**config.mk**
```make
export PLATFORM = sky130hd
export DESIGN_NAME = msg_serializer
export DESIGN_NICKNAME = d
export VERILOG_FILES = /design/src/rtl/parser_defs.sv /design/src/rtl/msg_byte_mux.sv /design/src/rtl/msg_serializer.sv
export SDC_FILE = /design/constraint.sdc
export NUM_CORES = 1
export LEC_CHECK = 0
export CAP_MARGIN = 15
export CORE_MARGIN = 5
export CORE_UTILIZATION = 25
export CTS_CLUSTER_DIAMETER = 80
export CTS_CLUSTER_SIZE = 20
export DETAILED_ROUTE_END_ITERATION = 7
export DONT_BUFFER_PORTS = 1
export GPL_TIMING_DRIVEN = 1
export HOLD_SLACK_MARGIN = 0.1
export PLACE_DENSITY = 0.47
export SLEW_MARGIN = 15
export SYNTH_ARGS = -nofsm -noshare
export SYNTH_HDL_FRONTEND = slang
export SYNTH_SLANG_ARGS = --single-unit
export TNS_END_PERCENT = 1
```
**constraint.sdc**
```tcl
create_clock -name clk -period 4.07 [get_ports clk]
set_input_delay 0.2035 -clock clk [delete_from_list [all_inputs] [get_ports clk]]
set_output_delay 0.2035 -clock clk [all_outputs]
set_load 0.005 [all_outputs]
```
**src/rtl/parser_defs.sv**
```systemverilog
// Shared definitions for the order-message parser and serializer.
// This package holds the message record, the type and side codes, and the serializer state encoding.
package parser_defs;

   localparam int MSG_LENGTH    = 16;
   localparam int DELETE_LENGTH = 6;

   localparam logic [7:0] MSG_NULL   = 8'h00;
   localparam logic [7:0] MSG_ADD    = 8'h41;
   localparam logic [7:0] MSG_DELETE = 8'h44;
   localparam logic [7:0] MSG_EXEC   = 8'h45;

   localparam logic [7:0] ORDER_SIDE_BID     = 8'h42;
   localparam logic [7:0] ORDER_SIDE_ASK     = 8'h53;
   localparam logic [7:0] ORDER_SIDE_UNKNOWN = 8'h3F;

   // Field order matches the wire order, most significant field first.
   typedef struct packed {
      logic [7:0]  msg_type;
      logic [7:0]  stock_id;
      logic [31:0] order_id;
      logic [7:0]  order_side;
      logic [31:0] price;
      logic [31:0] quantity;
      logic [7:0]  padding;
   } parsed_msg_t;

   typedef enum logic [1:0] {
      IDLE = 2'd0,
      SEND = 2'd1,
      GAP  = 2'd2
   } ser_state_t;

   function automatic logic [3:0] last_index(input logic [7:0] msg_type);
      return (msg_type == MSG_DELETE) ? 4'(DELETE_LENGTH - 1) : 4'(MSG_LENGTH - 1);
   endfunction

endpackage

```
**src/rtl/msg_byte_mux.sv**
```systemverilog
// Selects the wire byte for a given index from a captured message.
// This module is purely combinational; byte order follows the wire format with multi-byte fields MSB first.
module msg_byte_mux
   import parser_defs::*;
(
   input  parsed_msg_t msg_i,
   input  logic [3:0]  idx_i,
   output logic [7:0]  byte_o
);

   always_comb begin
      byte_o = 8'h00;
      case (idx_i)
         4'd0:    byte_o = msg_i.msg_type;
         4'd1:    byte_o = msg_i.stock_id;
         4'd2:    byte_o = msg_i.order_id[31:24];
         4'd3:    byte_o = msg_i.order_id[23:16];
         4'd4:    byte_o = msg_i.order_id[15:8];
         4'd5:    byte_o = msg_i.order_id[7:0];
         4'd6:    byte_o = msg_i.order_side;
         4'd7:    byte_o = msg_i.price[31:24];
         4'd8:    byte_o = msg_i.price[23:16];
         4'd9:    byte_o = msg_i.price[15:8];
         4'd10:   byte_o = msg_i.price[7:0];
         4'd11:   byte_o = msg_i.quantity[31:24];
         4'd12:   byte_o = msg_i.quantity[23:16];
         4'd13:   byte_o = msg_i.quantity[15:8];
         4'd14:   byte_o = msg_i.quantity[7:0];
         4'd15:   byte_o = msg_i.padding;
         default: byte_o = 8'h00;
      endcase
   end

endmodule

```
**src/rtl/msg_serializer.sv**
```systemverilog
// Turns one parsed message into a valid/ready byte stream, with an optional idle gap between messages.
//   state | meaning
//   IDLE  | waiting for msg_valid; msg_ready high
//   SEND  | presenting bytes of the captured message, index advances on acceptance
//   GAP   | enforced idle cycles after a message, counted down from GAP_CYCLES-1
module msg_serializer
   import parser_defs::*;
#(
   parameter int GAP_CYCLES = 0
) (
   input  logic        clk,
   input  logic        reset,
   input  parsed_msg_t msg_in,
   input  logic        msg_valid,
   output logic        msg_ready,
   output logic [7:0]  byte_out,
   output logic        byte_valid,
   input  logic        byte_ready,
   output logic        byte_last,
   output logic        done
);

   localparam logic [3:0] GAP_LOAD = (GAP_CYCLES > 0) ? 4'(GAP_CYCLES - 1) : 4'd0;

   ser_state_t  state_q;
   logic [3:0]  idx_q;
   logic [3:0]  gap_q;
   parsed_msg_t msg_q;
   logic        byte_valid_q;
   logic        done_q;
   logic [7:0]  byte_sel;
   logic [3:0]  last_idx;
   logic        at_last;

   msg_byte_mux u_byte_mux (
      .msg_i  (msg_q),
      .idx_i  (idx_q),
      .byte_o (byte_sel)
   );

   assign last_idx   = last_index(msg_q.msg_type);
   assign at_last    = (idx_q == last_idx);
   assign msg_ready  = (state_q == IDLE) && !reset;
   assign byte_valid = byte_valid_q;
   // Gate on valid so the bus reads zero whenever nothing is being offered.
   assign byte_out   = byte_valid_q ? byte_sel : 8'h00;
   assign byte_last  = byte_valid_q && at_last;
   assign done       = done_q;

   always_ff @(posedge clk) begin
      if (reset) begin
         state_q      <= IDLE;
         idx_q        <= 4'd0;
         gap_q        <= 4'd0;
         msg_q        <= '0;
         byte_valid_q <= 1'b0;
         done_q       <= 1'b0;
      end else begin
         done_q <= 1'b0;
         case (state_q)
            IDLE: begin
               if (msg_valid && msg_ready) begin
                  msg_q        <= msg_in;
                  idx_q        <= 4'd0;
                  byte_valid_q <= 1'b1;
                  state_q      <= SEND;
               end
            end
            SEND: begin
               if (byte_ready) begin
                  if (at_last) begin
                     byte_valid_q <= 1'b0;
                     done_q       <= 1'b1;
                     idx_q        <= 4'd0;
                     if (GAP_CYCLES > 0) begin
                        gap_q   <= GAP_LOAD;
                        state_q <= GAP;
                     end else begin
                        state_q <= IDLE;
                     end
                  end else begin
                     idx_q <= idx_q + 4'd1;
                  end
               end
            end
            GAP: begin
               if (gap_q == 4'd0) begin
                  state_q <= IDLE;
               end else begin
                  gap_q <= gap_q - 4'd1;
               end
            end
            default: begin
               state_q      <= IDLE;
               byte_valid_q <= 1'b0;
            end
         endcase
      end
   end

endmodule

```
# After elaboration in Yosys (flattened, before gate mapping)

Cells that the tools add are included.

Bits in registers: 140
Bits of input ports: 132
Output and inout port bits: 12
Logic and storage cells: 72

Add/sub/neg operators: 2
Equal/unequal tests: 23
Muxes and demuxes: 17
Bitwise operators: 4
Reductions and logical operators: 14

Operator list:

| cell                                             | number |
|---|---|
| one-hot mux 8 bit (16 select lines)              | 1 |
| == test 4 bit, second input constant             | 8 |
| == test 4 x 3 -> 1 bit, second input constant    | 4 |
| 2-to-1 mux 4 bit                                 | 4 |
| == test 4 x 2 -> 1 bit, second input constant    | 2 |
| == test 8 x 7 -> 1 bit, second input constant    | 1 |
| zero test 4 bit                                  | 2 |
| 2-to-1 mux 2 bit                                 | 4 |
| 2-to-1 mux 8 bit                                 | 1 |
| one-hot mux 4 bit (2 select lines)               | 1 |
| AND reduction 4 bit                              | 2 |
| != test 2 bit, second input constant             | 3 |
| one-hot mux 2 bit (3 select lines)               | 1 |
| adder 4 x 1 -> 4 bit, second input constant      | 1 |
| == test 4 x 1 -> 1 bit, second input constant    | 1 |
| == test 4 bit                                    | 1 |
| 2-to-1 mux 1 bit                                 | 4 |
| inverter 1 bit                                   | 4 |
| AND reduction 2 bit                              | 2 |
| subtractor 4 x 1 -> 4 bit, second input constant | 1 |
| logical AND 1 bit                                | 3 |
| one-hot mux 1 bit (3 select lines)               | 1 |
| AND reduction 3 bit                              | 1 |
| OR reduction 3 bit                               | 1 |
| other kinds (6)                                  | 6 |

# Longest topological paths before layout

Gate-level depths: netlist of the first run.

Word-level depth: 6
Gate-level depth with buffers: 8
Depth with buffers taken out: 6

# Modules after synthesis

From an unflattened synthesis of the first run, not the netlist that was laid out.

Cell total of the unflattened synthesis: 803
Area total of the unflattened synthesis: 6120.9 um^2

By module, submodules not included:

| module         | instances | cells each | area an instance (um^2) | sequential area each (um^2) |
|---|---|---|---|---|
| msg_serializer | 1         | 607        | 4793.3                  | 2682.6 |
| msg_byte_mux   | 1         | 196        | 1327.5                  | 0.0 |

# Least setup slack after synthesis of the first run

Ideal clock, no wire load.

Path type: register to output
From: register idx_q[1]
To: output byte_out[3]
Data arrival time: 1.770 ns
Data required time: 3.867 ns
Path slack: 2.096 ns
Stages on the path, launching flop included: 9
Buffers on the path: 2
Cells stage by stage: dfxtp_1 -> inv_1 -> ha_1 -> clkbuf_1 -> o21ai_0 -> nand2_1 -> clkbuf_1 -> nor2_1 -> a311oi_1

Word-level cells in the longest chain between the ends: 3
Elaborated cells on any way between the ends: 18
Classes of those cells: 15 x eq/ne; 2 x mux; 1 x reduce/logical

Ends and longest elaborated chain:

| what                                        | line                 | source |
|---|---|---|
| start: declaration                          | msg_serializer.sv:26 | `logic [3:0] idx_q;` |
| start signal: assignment                    | msg_serializer.sv:82 | `idx_q <= idx_q + 4'd1;` |
| == test 4 bit, or another cell as far along | msg_byte_mux.sv:13   | `case (idx_i)` |
| one-hot mux 8 bit (16 select lines) *       | msg_byte_mux.sv:13   |  |
| 2-to-1 mux 8 bit *                          | msg_serializer.sv:46 | `assign byte_out = byte_valid_q ? byte_sel : 8'h00;` |
| end: declaration                            | msg_serializer.sv:16 | `output logic [7:0] byte_out,` |

Mark *: on every way between the ends. The rest lies on a longest branch, timed or not.

# Final worst setup path of the first run

Ends and elaborated chain as after synthesis.

==> flow_results.org, run 1 <==
** Setup path
- Register-to-Register Path Depth :: 5
- Register-to-register setup slack :: 1.48 ns
- Data arrival time at the worst-slack endpoint :: 3.13 ns
- The worst setup path is captured at a primary output.
- Kind of start point of the critical path :: register
- Crit path cell chain :: inv_1 -> ha_1 -> a22o_1 -> a221oi_1 -> mux4_2 -> a311oi_1
- Data on the critical path is required at its endpoint by 3.87 ns.
- Reg2Reg Capture Point :: done$_SDFF_PP0_
- The most critical setup path has its endpoint at byte_out[3].
- On the worst path, the slowest cell contributes a delay of around 0.8 ns.
- Of all nets on the critical path, the largest fanout is 25.
- Source of the critical timing path :: idx_q[1]$_SDFFE_PP0P_
- On the critical path, the stage with the largest delay is an instance of sky130_fd_sc_hd__ha_1.
- The critical path is of the register to primary output type.
- Reg2Reg Launch Point :: idx_q[3]$_SDFFE_PP0P_

** Final layout
- The library cell used most frequently in the layout, excluding fill and tap cells, is sky130_fd_sc_hd__nand2_1.
- Leading cell types in the layout, fill and taps excluded :: 147 x sky130_fd_sc_hd__nand2_1, 145 x sky130_fd_sc_hd__o21ai_0, 134 x sky130_fd_sc_hd__dfxtp_1, 132 x sky130_fd_sc_hd__dlygate4sd3_1, 129 x sky130_fd_sc_hd__nand2b_1
- 0 antenna diodes ended up in the layout.
- Post-layout nets :: approximately 1000
- Cells with a size suffix above 1 make up under 10% of the layout.
- After routing the design area is a little over 8000 um2.
- Measured on the finished design, the core utilization comes to approximately a third.
- Compared with the post-synthesis result, the final layout area differs by 35.48%.

** Yosys
- Counting flops with an async set or reset pin after synthesis yields a share of 0%.
- In the post-synthesis netlist, the biggest area contributors are sky130_fd_sc_hd__dfxtp_1 44%, sky130_fd_sc_hd__nand2b_1 13%, sky130_fd_sc_hd__o21ai_0 12%.
- Fraction of synthesized cell area taken by the top area cell type :: a little over two fifths
- The Yosys step of the flow raised 0 warnings.
- Counting every net in the synthesized netlist gives roughly 900.
- Cells after Synth :: 761
- The synthesized netlist devotes between 20% and 30% of its cell area to compound gates.
- For this run, the leading register cell type out of synthesis is sky130_fd_sc_hd__dfxtp_1.
- Fraction of synthesized cell area in xor and xnor cells :: 0.1436%
- The biggest area contributor in the post-synthesis netlist is sky130_fd_sc_hd__dfxtp_1.
- Synthesis inferred 134 register bits.
- Each instance of the synthesized netlist takes up on average ~8.0 um2.
- Multiplexer share of the synthesized area :: less than 1%
- The synthesized netlist devotes a little over a quarter of its cell area to simple gates.
- Portion of the post-synthesis area used by sequential elements :: 43.97%
- Share of synthesized cell area in full adder, half adder and majority cells :: less than 1%
- The mapped netlist covers 6101 um2.
- Unique cell type count in the Yosys netlist :: 51
- Number of enable flip-flop cells after synthesis :: 0
- By area, the combinational part of the netlist is dominated by simple AND/OR/NAND/NOR gates.

** Drt
- Via density per instance :: ~4.7
- Final WL :: around 22000 um
- The count of nets left with antenna violations once routing finished came out at 0.
- After the first detailed-routing iteration, the DRC count stood at approximately 500.
- After detailed routing, the number of remaining DRC violations is 0.
- Per-cell routed wire length :: 18.29 um
- Iteration count of the initial detailed-routing pass :: 6
- Count of vias placed by the detailed router :: 5611

** Clocking
- # clock sinks :: 134
- Post-CTS clock slew at the launch and capture registers of the worst setup and hold paths :: about 0.060 ns
- Number of clock buffers inserted by TritonCTS :: 17
- Clock tree from TritonCTS :: yes
- The number of gates resized after CTS was 0.
- Deepest clock path buffer count :: 2
- Number of setup buffers added after CTS :: 0
- The later pin in the worst-skew pair is clocked with a latency of ~0.43 ns.
- The tree is rooted in a sky130_fd_sc_hd__clkbuf_16.
- Count of H-tree levels built during CTS :: 4

** Floorplanning
- Pin placement for this block handled between 100 and 150 I/O pins.
- The core region is around 24000 um2.
- Row generation in the floorplan step produced 57 rows.
- Initial Util :: 25.23%
- The die covers 27630 um2.
- Chip width :: around 170 um
- Vertical die dimension :: 166.2 um

** Timing
- Number of endpoints failing setup at the final stage :: 0
- Fmax :: 300.0 MHz
- The worst path in the final design needs a cycle of 3.333 ns, including I/O delays and setup.
- Setup TNS Final :: 0 ns
- RSZ-0062 raised after global routing :: false
- Clock skew on the completed layout was measured at approximately 0.006 ns.
- Count of endpoints failing hold in the final timing report :: 0
- For the pin with the worst max-slew slack, the measured transition is roughly 0.97 ns.
- Relative slew margins :: 35.56%
- Count of pins over their slew limit :: 0
- Final period utilization :: 81.89%

** Placed design
- After legalization and detailed placement, the total HPWL measured ~15000 um.
- Buffers placed on the I/O ports in this run total 0.
- Once placement finished, the instance area stood at about 6300 um2.
- Final weighted congestion of routability-driven global placement :: a little under 0.9

** GRT
- The first global-routing pass estimated 33470 um of wire.
- Entering global routing, the biggest net connects between 100 and 150 pins.
- The number of antenna violations at the first check in global routing was 0.
- Remaining Overflow, GRT :: 0
- In the global route stage, overall resource usage came out at between 15 and 20%.
- The number of global-route vias before repair came to 5557.

** Pwr
- PwrDens :: between 400 and 500 nW/um2
- VDD sags by at most roughly 0.00023 V.
- Summed over all cells, the static leakage comes to 2.788 nW.

** Min path
- The path class of the tightest hold or removal check is input port to register.

** Outcome
- The run finished with clean final reports.

** Run
- Max-cap violations in this run came to 0.
report_power, final:
part	switching [mW]	total, mW	internal, mW
clock	0.623	1.55	0.926
sequential	0.0796	1.48	1.40
combinational	0.152	0.322	0.170
critical path: cells and delay by family, from the launching register on:
family,cells,cell delay (ns)
flops,1,0.35
mux,1,0.53
compound gates,3,0.91
fa+ha+maj,1,0.80
buf+inv,1,0.12
registers in the layout, indices dropped and copies added (netlist names):
| name | cells |
|---|---|
| idx_q | 4 |
| msg_q | 128 |
| byte_valid | 1 |
| done | 1 |
synth_stat cells (all sizes together) (2+ instances only):
library cell and n:
a211oi 5, a21oi 8, a221o 2, a221oi 13, a222oi 5, a22o 6
a22oi 22, a311o 2, a31oi 7, a41oi 2, and2 4, buf 17
clkbuf 48, dfxtp 134, ha 4, inv 5, nand2 147, nand2b 129
nand3 9, nor2 7, nor2b 3, nor3b 2, o211ai 8, o21ai 145
o41ai 2, or3 2, or4 3, or4b 2
layout make-up:
| cell class | count | area (um2) |
|---|---|---|
| multi-input cells | 556 | 3139 |
| clock inverters | 13 | 146.4 |
| well taps | 324 | 405.4 |
| fillers | 2528 | 15910 |
| clock buffers | 19 | 442.9 |
| flip-flops and latches | 134 | 2683 |
| inverters | 6 | 22.52 |
| repair buffers | 140 | 1426 |
metal layers:
metal,vias to the layer above,wire [um],GRT usage [%]
li1,2817,-,-
met1,2623,10120,20.98
met2,156,10320,25.39
met3,15,1102,3.642
met4,0,255,3.664
met5,-,0,0
per-stage QoR:
step / hold WS [ns] / worst slack [ns] / total power [mW] / std cells
2_1_floorplan: 0.3054 / 2.096 / 1.635 / 761
3_3_place_gp: 0.2964 / 1.217 / 1.709 / 1027
3_5_place_dp: 0.2925 / 1.184 / 1.709 / 1027
4_1_cts: 0.1846 / 0.6979 / 3.381 / 1192
5_1_grt: 0.2180 / 0.5917 / 3.487 / 1192
6_report: 0.1910 / 0.7370 / 3.352 / 1192
logic make-up after synthesis:
family	count (synthesis)
AND/OR/NAND/NOR	314
buffers and inverters	71
AO/OA/AOI/OAI	234
adder cells (fa/ha/maj)	4
flip-flops	134
XOR/XNOR	1
multiplexers	3
timing repair:
action | 4_1_cts | 5_1_grt
endpoints found under the setup margin | 0 | 0
hold buffers | 133 | 0
endpoints found under the hold margin | 134 | 0
worst min-delay path by stage:
| stage | startpoint | cells past startpoint | end | slack [ns] |
|---|---|---|---|---|
| final | byte_ready | 3 | idx_q[2]$_SDFFE_PP0P_ | 0.19 |
| after global placement | reset | 1 | done$_SDFF_PP0_ | 0.30 |
| after CTS | byte_ready | 3 | idx_q[2]$_SDFFE_PP0P_ | 0.18 |
| after detailed placement | reset | 1 | done$_SDFF_PP0_ | 0.29 |
| after global routing | reset | 2 | idx_q[0]$_SDFFE_PP0P_ | 0.22 |
| after floorplan | msg_valid | 1 | idx_q[3]$_SDFFE_PP0P_ | 0.31 |
No activity file was read; power rests on OpenSTA's default activity.
==> inputs of run 2 (changes only) <==
--- a/config.mk
+++ b/config.mk
@@ -14,7 +14,7 @@
 export DONT_BUFFER_PORTS = 1
 export GPL_TIMING_DRIVEN = 1
 export HOLD_SLACK_MARGIN = 0.1
-export PLACE_DENSITY = 0.47
+export PLACE_DENSITY = 0.49
 export SLEW_MARGIN = 15
 export SYNTH_ARGS = -nofsm -noshare
 export SYNTH_HDL_FRONTEND = slang
==> constraint.sdc (replaced) <==
create_clock -name clk -period 2.83 [get_ports clk]
set_input_delay 0.1415 -clock clk [delete_from_list [all_inputs] [get_ports clk]]
set_output_delay 0.1415 -clock clk [all_outputs]
set_load 0.005 [all_outputs]
==> run 2 against run 1 <==
  * Flip-flop and latch count unchanged
  * Non-clock buffer count up 10
  * Register-to-register slack worse by 1.2 ns
  * Critical path type unchanged
  * Highest routed layer unchanged
==> flow_results.org, run 2 (synthesis gave the netlist of run 1 again) <==
** Outcome
- The flow ran to the end, and the final reports show no timing, DRC or antenna violations.

** Timing
- Number of endpoints failing setup at the final stage :: 0
- RSZ-0062 raised after global routing :: false
- At the pin with the least slew margin, the transition time is 0.5984 ns.
- In the finished design, the share of the clock period the worst path needs comes to 96.40%.
- After routing, the total negative slack on setup checks comes to 0 ns.
- The routed design could run at a clock period as short as 2.728 ns.
- The number of hold violations in the final report was 0.
- The count of final max-slew check failures is 0.
- Timing would allow up to between 300 and 400 MHz.
- Between clock sinks in the finished design, the worst skew comes to just under 0.007 ns.
- Measured against its own limit, the worst slew margin works out to between 60% and 70%.

** Floorplanning
- Initial Util :: 25.23%
- From left edge to right edge, the die measures about 170 um.
- Row Count :: 57
- The floorplan step defined a die boundary enclosing between 20000 and 30000 um2.
- Total core area :: around 24000 um2
- Num ports :: roughly 140
- Vertical die dimension :: between 150 and 200 um

** Placed design
- Number of I/O port buffers :: 0
- Once detailed placement completed, the half-perimeter wirelength came to around 15000 um.
- Final weighted congestion of routability-driven global placement :: 0.8735

** Drt
- Via density per instance :: ~4.7
- For this run, design rule violations remaining after detail routing come to 0.
- For this block, wires on met1 add up to roughly 10000 um.
- Iteration count of the initial detailed-routing pass :: 5
- Routed wire length on met2 :: between 10000 and 15000 um
- Final WL :: 22050 um
- Antenna viol nets, final :: 0
- Count of vias placed by the detailed router :: ~5700
- After the first detailed-routing iteration, the DRC count stood at around 500.
- In the final routed layout, each cell accounts on average for around 18 um.
- Wire segments on met3 add up to 998 um in the final route.
- In this run the top signal layer used is met4.

** Setup path
- CP Depth :: 8
- Counting both buffers and inverters, the worst setup path holds a total of 3.
- CP required :: about 2.7 ns
- Crit-path leading delay family :: compound AO/OA/AOI/OAI gates
- Kind of start point of the critical path :: register
- Data arrival time at the worst-slack endpoint :: approximately 2.6 ns
- Type of the worst setup path :: register to primary output
- Among the stages of the critical path, the cell type that occurs most often is sky130_fd_sc_hd__buf_4.
- Register-to-Register Path Depth :: 5
- The slowest stage of the critical path belongs to the cell sky130_fd_sc_hd__dfxtp_1.
- Worst setup EP type :: primary output
- Delay contributed by the slowest stage of the critical path :: ~0.36 ns
- Along the worst path, the maximum fanout reaches 14.
- Traced cell by cell, the critical path runs through inv_1 -> ha_2 -> buf_4 -> nor2b_2 -> a221o_1 -> o211ai_1 -> a41oi_1 -> buf_4.

** Final layout
- Area growth syn-to-layout :: 36.83%
- Counting flops per register, the top entry is msg_q.
- Number of flip-flops in the largest register :: ~130
- Inserted Diodes :: 0
- Cells fill about a third of the core in the end.
- The final layout contains 1001 nets.
- In the layout the commonest cells are 147 x sky130_fd_sc_hd__nand2_1, 145 x sky130_fd_sc_hd__o21ai_0, 134 x sky130_fd_sc_hd__dfxtp_1, 132 x sky130_fd_sc_hd__dlygate4sd3_1, 129 x sky130_fd_sc_hd__nand2b_1.
- Leaving out fill and tap cells, the most frequent cell in the layout is sky130_fd_sc_hd__nand2_1.
- Largest registers ranked by flip-flop count :: msg_q (128), idx_q (4)
- Share of layout cells above drive strength 1 :: under 10%

** Clocking
- The tree built by TritonCTS fans out to 134 sinks.
- The clock reaches the later pin of the worst-skew pair after roughly 0.42 ns.
- Clk root buf :: sky130_fd_sc_hd__clkbuf_16
- TritonCTS created 17 clock buffers.
- The H-tree generated during clock tree synthesis spans 4 levels.
- Post-CTS clock slew at the launch and capture registers of the worst setup and hold paths :: around 0.06 ns
- Deepest clock path buffer count :: 2
- Number of setup buffers added after CTS :: 0
- TritonCTS built the clock tree.

** GRT
- Maximum number of pins on one net before global-route repair :: 155
- After global routing the overflow that remains totals 0.
- The number of global-route vias before repair was between 5000 and 6000.
- First-pass GRT wire length :: 33830 um
- The number of antenna violations at the first check in global routing is 0.
- Overall global routing resource usage :: between 10% and 20%

** Pwr
- For this design the static power due to leakage is approximately 2.8 nW.
- PwrDens :: 575.1 nW/um2
- The worst-case IR drop observed on VDD is around 0.00028 V.

** Min path
- The path class of the tightest hold or removal check is input port to register.
- Counting instances, the worst hold path has a depth of 4.

** Run
- Max Cap Violations :: 0
run 2: metrics by stage:
| stage | instance area, um2 | total power, mW | hold WS [ns] | worst slack (ns) | cells |
|---|---|---|---|---|---|
| finish | 8348 | 4.801 | 0.1505 | 0.1020 | 1201 |
| global route | 8348 | 5.002 | 0.1699 | 0.03433 | 1201 |
| CTS | 8337 | 4.861 | 0.1289 | 0.01098 | 1201 |
| detailed placement | 6402 | 2.460 | 0.2297 | 0.3557 | 1037 |
| global placement | 6402 | 2.460 | 0.2297 | 0.4494 | 1037 |
| floorplan | 6101 | 2.352 | 0.2434 | 0.9180 | 761 |
run 2: final timing paths:
path	end	startpoint	slack [ns]
worst max register to register	done$_SDFF_PP0_	msg_q[123]$_SDFFE_PP0P_	0.32
worst min-delay path	idx_q[2]$_SDFFE_PP0P_	reset	0.15
worst min register to register	msg_q[21]$_SDFFE_PP0P_	msg_q[21]$_SDFFE_PP0P_	0.47
worst max-delay path	byte_out[0]	idx_q[1]$_SDFFE_PP0P_	0.10
run 2: layer usage:
metal | GRT usage [%] | up-vias
met5 | 0 | -
met4 | 5.123 | 0
met3 | 3.761 | 27
met2 | 24.95 | 168
met1 | 21.02 | 2639
li1 | - | 2829
run 2: worst reg2reg max path: stages, from the launching register on:
cell and delay, ns:
sky130_fd_sc_hd__dfxtp_1 0.35, sky130_fd_sc_hd__or4b_4 0.56, sky130_fd_sc_hd__or4_4 0.49, sky130_fd_sc_hd__a21oi_2 0.30
sky130_fd_sc_hd__nor3b_2 0.21, sky130_fd_sc_hd__dlygate4sd3_1 0.55
run 2: area by class of cell:
class | instances | area (um2)
Clock buffer | 23 | 478.0
Tap cell | 324 | 405.4
Sequential cell | 134 | 2683
Timing Repair Buffer | 150 | 1501
Clock inverter | 8 | 98.84
Multi-Input combinational cell | 556 | 3159
Inverter | 6 | 22.52
Fill cell | 2548 | 15830
run 2: where the power goes:
part	switching [mW]	leakage [nW]	total, mW	internal, mW
Combinational	0.222	1.45	0.475	0.253
Clock	0.837	0.279	2.20	1.36
Sequential	0.113	1.10	2.13	2.02
Total	1.17	2.83	4.80	3.63
run 2: what timing repair did:
item,in CTS,in global routing
gates resized for setup,2,3
endpoints found under the hold margin,134,0
setup endpoints to repair,3,3
hold buffers,133,0
